<file path="src/rtl/kgp_boot_pkg.sv">
// Shared types and constants for the IMEM boot loader slice.
package kgp_boot_pkg;

    typedef enum logic [2:0] {
        S_LEN_HI,
        S_LEN_LO,
        S_DATA,
        S_CSUM,
        S_DONE,
        S_ERROR
    } boot_state_t;

    localparam int unsigned WORD_BYTES = 4;
    localparam int unsigned BYTE_BITS  = 8;
    localparam int unsigned WORD_BITS  = WORD_BYTES * BYTE_BITS;

endpackage

</file>
<file path="src/rtl/imem_boot_loader_word_packer.sv">
// Packs an MSB-first byte stream into words; word_valid pulses the cycle after the last byte.
module boot_word_packer
    import kgp_boot_pkg::*;
(
    input  logic                 clk,
    input  logic                 rst,
    input  logic [BYTE_BITS-1:0] byte_in,
    input  logic                 byte_valid,
    output logic                 word_last,
    output logic [WORD_BITS-1:0] word_out,
    output logic                 word_valid
);

    localparam int unsigned CNT_W   = $clog2(WORD_BYTES);
    localparam int unsigned SHIFT_W = WORD_BITS - BYTE_BITS;

    logic [CNT_W-1:0]   byte_cnt;
    logic [SHIFT_W-1:0] shift;

    // Combinational so the top can act on the final byte in its own handshake cycle.
    assign word_last = byte_valid && (byte_cnt == CNT_W'(WORD_BYTES - 1));

    always_ff @(posedge clk) begin
        if (rst) begin
            byte_cnt   <= '0;
            shift      <= '0;
            word_out   <= '0;
            word_valid <= 1'b0;
        end else begin
            word_valid <= word_last;
            if (byte_valid) begin
                byte_cnt <= byte_cnt + 1'b1;
                shift    <= {shift[SHIFT_W-BYTE_BITS-1:0], byte_in};
                if (word_last) begin
                    word_out <= {shift, byte_in};
                end
            end
        end
    end

endmodule

</file>
<file path="src/rtl/imem_boot_loader.sv">
// Receives a length-prefixed, XOR-checksummed program image and writes it into IMEM,
// holding the CPU in reset until a good image has been loaded.
module imem_boot_loader
    import kgp_boot_pkg::*;
#(
    parameter int unsigned ADDR_WIDTH     = 10,
    parameter int unsigned TIMEOUT_CYCLES = 100000
) (
    input  logic                  clk,
    input  logic                  rst,
    input  logic [7:0]            rx_data,
    input  logic                  rx_valid,
    output logic                  rx_ready,
    output logic                  imem_we,
    output logic [ADDR_WIDTH-1:0] imem_addr,
    output logic [31:0]           imem_din,
    output logic                  cpu_rst,
    output logic                  done,
    output logic                  error
);

    localparam int unsigned MAX_WORDS = 32'd1 << ADDR_WIDTH;
    localparam int unsigned IDX_W     = ADDR_WIDTH + 1;

    boot_state_t      state;
    logic [7:0]       len_hi;
    logic [7:0]       csum;
    logic [IDX_W-1:0] word_count;
    logic [IDX_W-1:0] word_idx;
    logic [31:0]      idle_cnt;
    logic             accept;
    logic             data_byte;
    logic             word_last;
    logic             timed_out;
    logic [15:0]      len_word;

    assign accept    = rx_valid && rx_ready;
    assign data_byte = accept && (state == S_DATA);
    assign len_word  = {len_hi, rx_data};
    assign timed_out = (TIMEOUT_CYCLES != 0) && (idle_cnt == TIMEOUT_CYCLES - 1);

    boot_word_packer u_packer (
        .clk        (clk),
        .rst        (rst),
        .byte_in    (rx_data),
        .byte_valid (data_byte),
        .word_last  (word_last),
        .word_out   (imem_din),
        .word_valid (imem_we)
    );

    always_ff @(posedge clk) begin
        if (rst) begin
            state      <= S_LEN_HI;
            rx_ready   <= 1'b0;
            cpu_rst    <= 1'b1;
            done       <= 1'b0;
            error      <= 1'b0;
            imem_addr  <= '0;
            len_hi     <= '0;
            csum       <= '0;
            word_count <= '0;
            word_idx   <= '0;
            idle_cnt   <= '0;
        end else begin
            rx_ready <= 1'b1;
            if (accept || state == S_LEN_HI || state == S_DONE || state == S_ERROR) begin
                idle_cnt <= '0;
            end else begin
                idle_cnt <= idle_cnt + 1'b1;
            end

            case (state)
                S_LEN_HI: begin
                    if (accept) begin
                        len_hi <= rx_data;
                        state  <= S_LEN_LO;
                    end
                end
                S_LEN_LO: begin
                    if (accept) begin
                        if ({16'h0000, len_word} > MAX_WORDS) begin
                            state    <= S_ERROR;
                            error    <= 1'b1;
                            rx_ready <= 1'b0;
                        end else if (len_word == 16'h0000) begin
                            state <= S_CSUM;
                        end else begin
                            word_count <= IDX_W'(len_word);
                            state      <= S_DATA;
                        end
                    end else if (timed_out) begin
                        state    <= S_ERROR;
                        error    <= 1'b1;
                        rx_ready <= 1'b0;
                    end
                end
                S_DATA: begin
                    if (accept) begin
                        csum <= csum ^ rx_data;
                        // The address is registered alongside the packer's word so both land together.
                        if (word_last) begin
                            imem_addr <= word_idx[ADDR_WIDTH-1:0];
                            word_idx  <= word_idx + 1'b1;
                            if (word_idx + 1'b1 == word_count) begin
                                state <= S_CSUM;
                            end
                        end
                    end else if (timed_out) begin
                        state    <= S_ERROR;
                        error    <= 1'b1;
                        rx_ready <= 1'b0;
                    end
                end
                S_CSUM: begin
                    if (accept) begin
                        rx_ready <= 1'b0;
                        if (rx_data == csum) begin
                            state   <= S_DONE;
                            done    <= 1'b1;
                            cpu_rst <= 1'b0;
                        end else begin
                            state <= S_ERROR;
                            error <= 1'b1;
                        end
                    end else if (timed_out) begin
                        state    <= S_ERROR;
                        error    <= 1'b1;
                        rx_ready <= 1'b0;
                    end
                end
                default: begin
                    rx_ready <= 1'b0;
                end
            endcase
        end
    end

endmodule
</file>
<file path="config.mk">
export PLATFORM = sky130hd
export DESIGN_NAME = imem_boot_loader
export DESIGN_NICKNAME = d
export VERILOG_FILES = /design/src/rtl/kgp_boot_pkg.sv /design/src/rtl/imem_boot_loader_word_packer.sv /design/src/rtl/imem_boot_loader.sv
export SDC_FILE = /design/constraint.sdc
export NUM_CORES = 1
export LEC_CHECK = 0
export CORE_UTILIZATION = 50
export CTS_CLUSTER_SIZE = 8
export DETAILED_ROUTE_END_ITERATION = 6
export GPL_ROUTABILITY_DRIVEN = 1
export PLACE_DENSITY = 0.75
export SLEW_MARGIN = 20
export SYNTH_ARGS = -nofsm -noshare
export SYNTH_HDL_FRONTEND = slang
export SYNTH_HIERARCHICAL = 1
export SYNTH_SLANG_ARGS = --single-unit
</file>
<file path="constraint.sdc">
create_clock -name clk -period 3.7 [get_ports clk]
set_input_delay 0.37 -clock clk [delete_from_list [all_inputs] [get_ports clk]]
set_output_delay 0.37 -clock clk [all_outputs]
set_load 0.1 [all_outputs]
</file>
==> flow_metrics.py <==
metrics = {
    "global_route": {
        "globalRouteOverflowTotal": 0,
        "track_usage_pct": 21.6,
        "grt_max_degree": 99,
        "antenna_found_initial": 0,
        "grt_first_pass_wirelength_um": 22700,
        "grt_pass1_vias": 4750,
    },
    "logic_synthesis": {
        "synth.lib_cells_used.distinct": 48,
        "synth.area.mux_share_pct": 5.73,
        "postSynthNetCount": 735,
        "avgSynthCellArea_sq_um": 8.99,
        "synth_xor_xnor_area_share_pct": 9.05,
        "ys_ff_latch": 146,
        "synth.yosys.warnings": 6,
        "number_of_enable_flip_flop_cells_after_synthesis": 0,
        "yosys.area_share.adder_pct": 0.579,
        "synth_top_area_share_pct": 45.1,
        "synth_cells": 721,
        "synth_top_flop_cell": "dfxtp_1",
        "cell_with_the_most_instances_after_synthesis": "dfxtp_1",
        "fraction_of_registers_with_async_set_or_reset_after_synthesis_pct": 0,
        "yosysSeqAreaShare_pct": 45.1,
        "synth.top_cells.by_count": "146 x dfxtp_1, 97 x nor2_1, 64 x nand2_1, 46 x nand3_1, 43 x a21oi_1",
        "synthSimpleGateAreaFrac_pct": 20.3,
        "netlist_top_cells_area": "dfxtp_1 45%, nor2_1 5.6%, mux2i_1 5.6%",
        "synth_top_family_by_area": "simple AND/OR/NAND/NOR gates",
        "compound_gate_portion_of_the_synthesized_area_pct": 14.2,
        "yosys.area.top_type": "dfxtp_1",
        "netlist_area_sq_um": 6480,
    },
    "cts": {
        "clock_sinks": 146,
        "cts.hold.buffers_added": 0,
        "cts_repair_resize_count": 0,
        "clk-insertion-delay-late_ps": 420,
        "clockRootBuffer": "clkbuf_16",
        "cts_tree": "done",
        "path_clk_slew_ps": 60,
        "cts_made_buffers": 17,
        "cts-htree-levels": 4,
        "cts_max_path_buffers": 2,
        "post_cts_setup_bufs": 0,
    },
    "floorplanning": {
        "die_height_um": 116,
        "ioPinCount": 58,
        "floorplan.die.width_um": 116,
        "placement_rows": 41,
        "core_sq_um": 12600,
        "die_area_sq_um": 13400,
        "floorplan.initialDensity_pct": 51.4,
    },
    "sta": {
        "slew_violations": 0,
        "fin_crit_ps": 2550,
        "tightestPinTransition_ps": 1070,
        "worst_clock_skew_ps": 9.45,
        "timing.final.crit_share_pct": 68.9,
        "clock.fmax_mhz": 393,
        "final_hold_viols": 0,
        "setup_tns_ps": 0,
        "worst_slew_margin_rel_pct": 28.4,
        "setup_repair_after_global_routing_missed_its_margin": "no",
        "setup_violation_total_in_the_final_timing_report": 0,
    },
    "worst_setup_path": {
        "critical_path.endpoint_type": "flop",
        "worstPathRequired_ps": 3980,
        "start_kind": "primary input",
        "rrSetupSlack_ps": 1160,
        "critical_path_arrival_ps": 2830,
        "critical_path_peak_fanout": 9,
        "worstSetupPathType": "in2reg",
    },
    "final_layout": {
        "antenna_cells": 0,
        "layout-drive-gt1-share_pct": 8.62,
        "layout.area.seq_sq_um": 2920,
        "fillCellCount": 1101,
        "area_delta_synth_final_pct": 17.8,
        "multi_input_comb_area_sq_um": 3240,
        "final_cell_area_sq_um": 7640,
        "fin_nets": 767,
    },
    "detailed_routing": {
        "route.vias.total": 4993,
        "drt_pre_antenna_iters": 4,
        "routed_via_density": 5.32,
        "wl_um": 13600,
        "drc_violation_count_after_routing": 0,
        "wl_per_cell_um": 14.5,
        "detail-route-antenna-nets": 0,
        "initialDrtViolationCount": 360,
    },
    "placement": {
        "placed_cell_area_sq_um": 7020,
        "dpl.hpwl_um": 8900,
        "portBuffers": 57,
        "routabilityCongestion": 0.855,
    },
    "job": {
        "max_cap_violations": 0,
    },
    "status": {
        "run_status": "completed",
    },
    "pwr": {
        "leakage_nw": 2.61,
        "power_per_cell_area_nw_per_um2": 524,
        "max-vdd-ir-drop_mv": 0.336,
    },
    "worst_hold_path": {
        "worstHoldPathType": "reg2reg",
    },
}
==> final cells by class <==
| class | instances | share of cell area, % |
|---|---|---|
| Timing Repair Buffer | 62 | 7.93 |
| Clock buffer | 17 | 5.57 |
| Inverter | 11 | 0.540 |
| Multi-Input combinational cell | 515 | 42.4 |
| Clock inverter | 15 | 2.52 |
| Sequential cell | 146 | 38.3 |
| Tap cell | 172 | 2.82 |
==> flip-flops by register name, summed over array words and instances (netlist names) <==
register             flops
len_hi                   8
u_packer/word_out       32
idle_cnt                32
imem_addr               10
state                    3
u_packer/shift          24
u_packer/byte_cnt        2
error                    1
csum                     8
u_packer/word_valid      1
done                     1
word_idx                11
word_count              11
rx_ready                 1
cpu_rst                  1
==> per-layer routing <==
layer	up-vias	track usage (%)	routed length, um
met2	110	35.0	6550
met5	-	0	0
met1	2342	27.9	6290
li1	2525	-	-
met4	0	6.92	194
met3	16	6.01	594
==> kinds of logic after synthesis <==
| group | count (synthesis) |
|---|---|
| AOI/OAI and AO/OA | 128 |
| xor gates and xnor gates | 67 |
| adders and majority gates | 3 |
| buffers and inverters | 60 |
| DFF | 146 |
| muxes | 37 |
| and+or+nand+nor | 280 |
==> worst paths after layout <==
| check | cells after the start | start | endpoint |
|---|---|---|---|
| worst min-delay path | 2 | cpu_rst$_SDFFE_PP1P_ | cpu_rst$_SDFFE_PP1P_ |
| worst max register to register | 9 | state[1]$_SDFFE_PP0P_ | state[1]$_SDFFE_PP0P_ |
| worst max-delay path | 10 | rx_valid | state[1]$_SDFFE_PP0P_ |
| worst min register to register | 2 | cpu_rst$_SDFFE_PP1P_ | cpu_rst$_SDFFE_PP1P_ |
==> layout by cell type, fill, tap and decap left out, types with 2 or more instances in the layout <==
cell and count:
nand3_1 46, clkinv_4 2, nor3_1 11, and2_1 4, nor4_2 2, xnor2_1 33, or3_1 5, a21oi_1 43
nor3_2 2, nor4_1 8, nand4_1 17, o211a_1 2, and4_1 4, mux2i_1 36, a31oi_1 4, xor2_1 34
a211oi_1 2, a21bo_1 32, and3_1 3, dfxtp_1 146, clkdlybuf4s50_1 56, or4_1 2, o21ai_1 2, nand2b_1 5
clkbuf_16 17, nand2_1 64, inv_1 11, inv_6 7, nor2b_1 5, o21ai_0 17, a21oi_2 18, nor2_1 97
bufinv_16 3, ha_1 2, buf_4 6
==> metrics by stage <==
stage	util, %	hold slack, ps	setup WS, ps	total power, mW	cells
2_1_floorplan	-	426	442	2.14	721
3_3_place_gp	55.7	437	863	2.21	906
3_5_place_dp	55.7	440	754	2.23	906
4_1_cts	60.5	439	1190	4.03	938
5_1_grt	60.5	471	953	4.18	938
6_report	60.5	447	1150	4.00	938
==> worst max-delay path, cell delays in order <==
cell	delay [ps]
clkdlybuf4s50_1	520
nand2_2	160
nor3_2	280
and2_1	250
nand2b_1	80
a2111o_1	340
nor4_1	280
nand4_1	150
o31ai_2	290
a211oi_1	100
==> power breakdown <==
group	switching (mW)	total, mW	internal, mW
combinational	0.322	0.496	0.174
clock	0.713	1.79	1.08
sequential	0.0778	1.71	1.63
total	1.11	4.00	2.89
No activity file was read; power rests on OpenSTA's default activity.
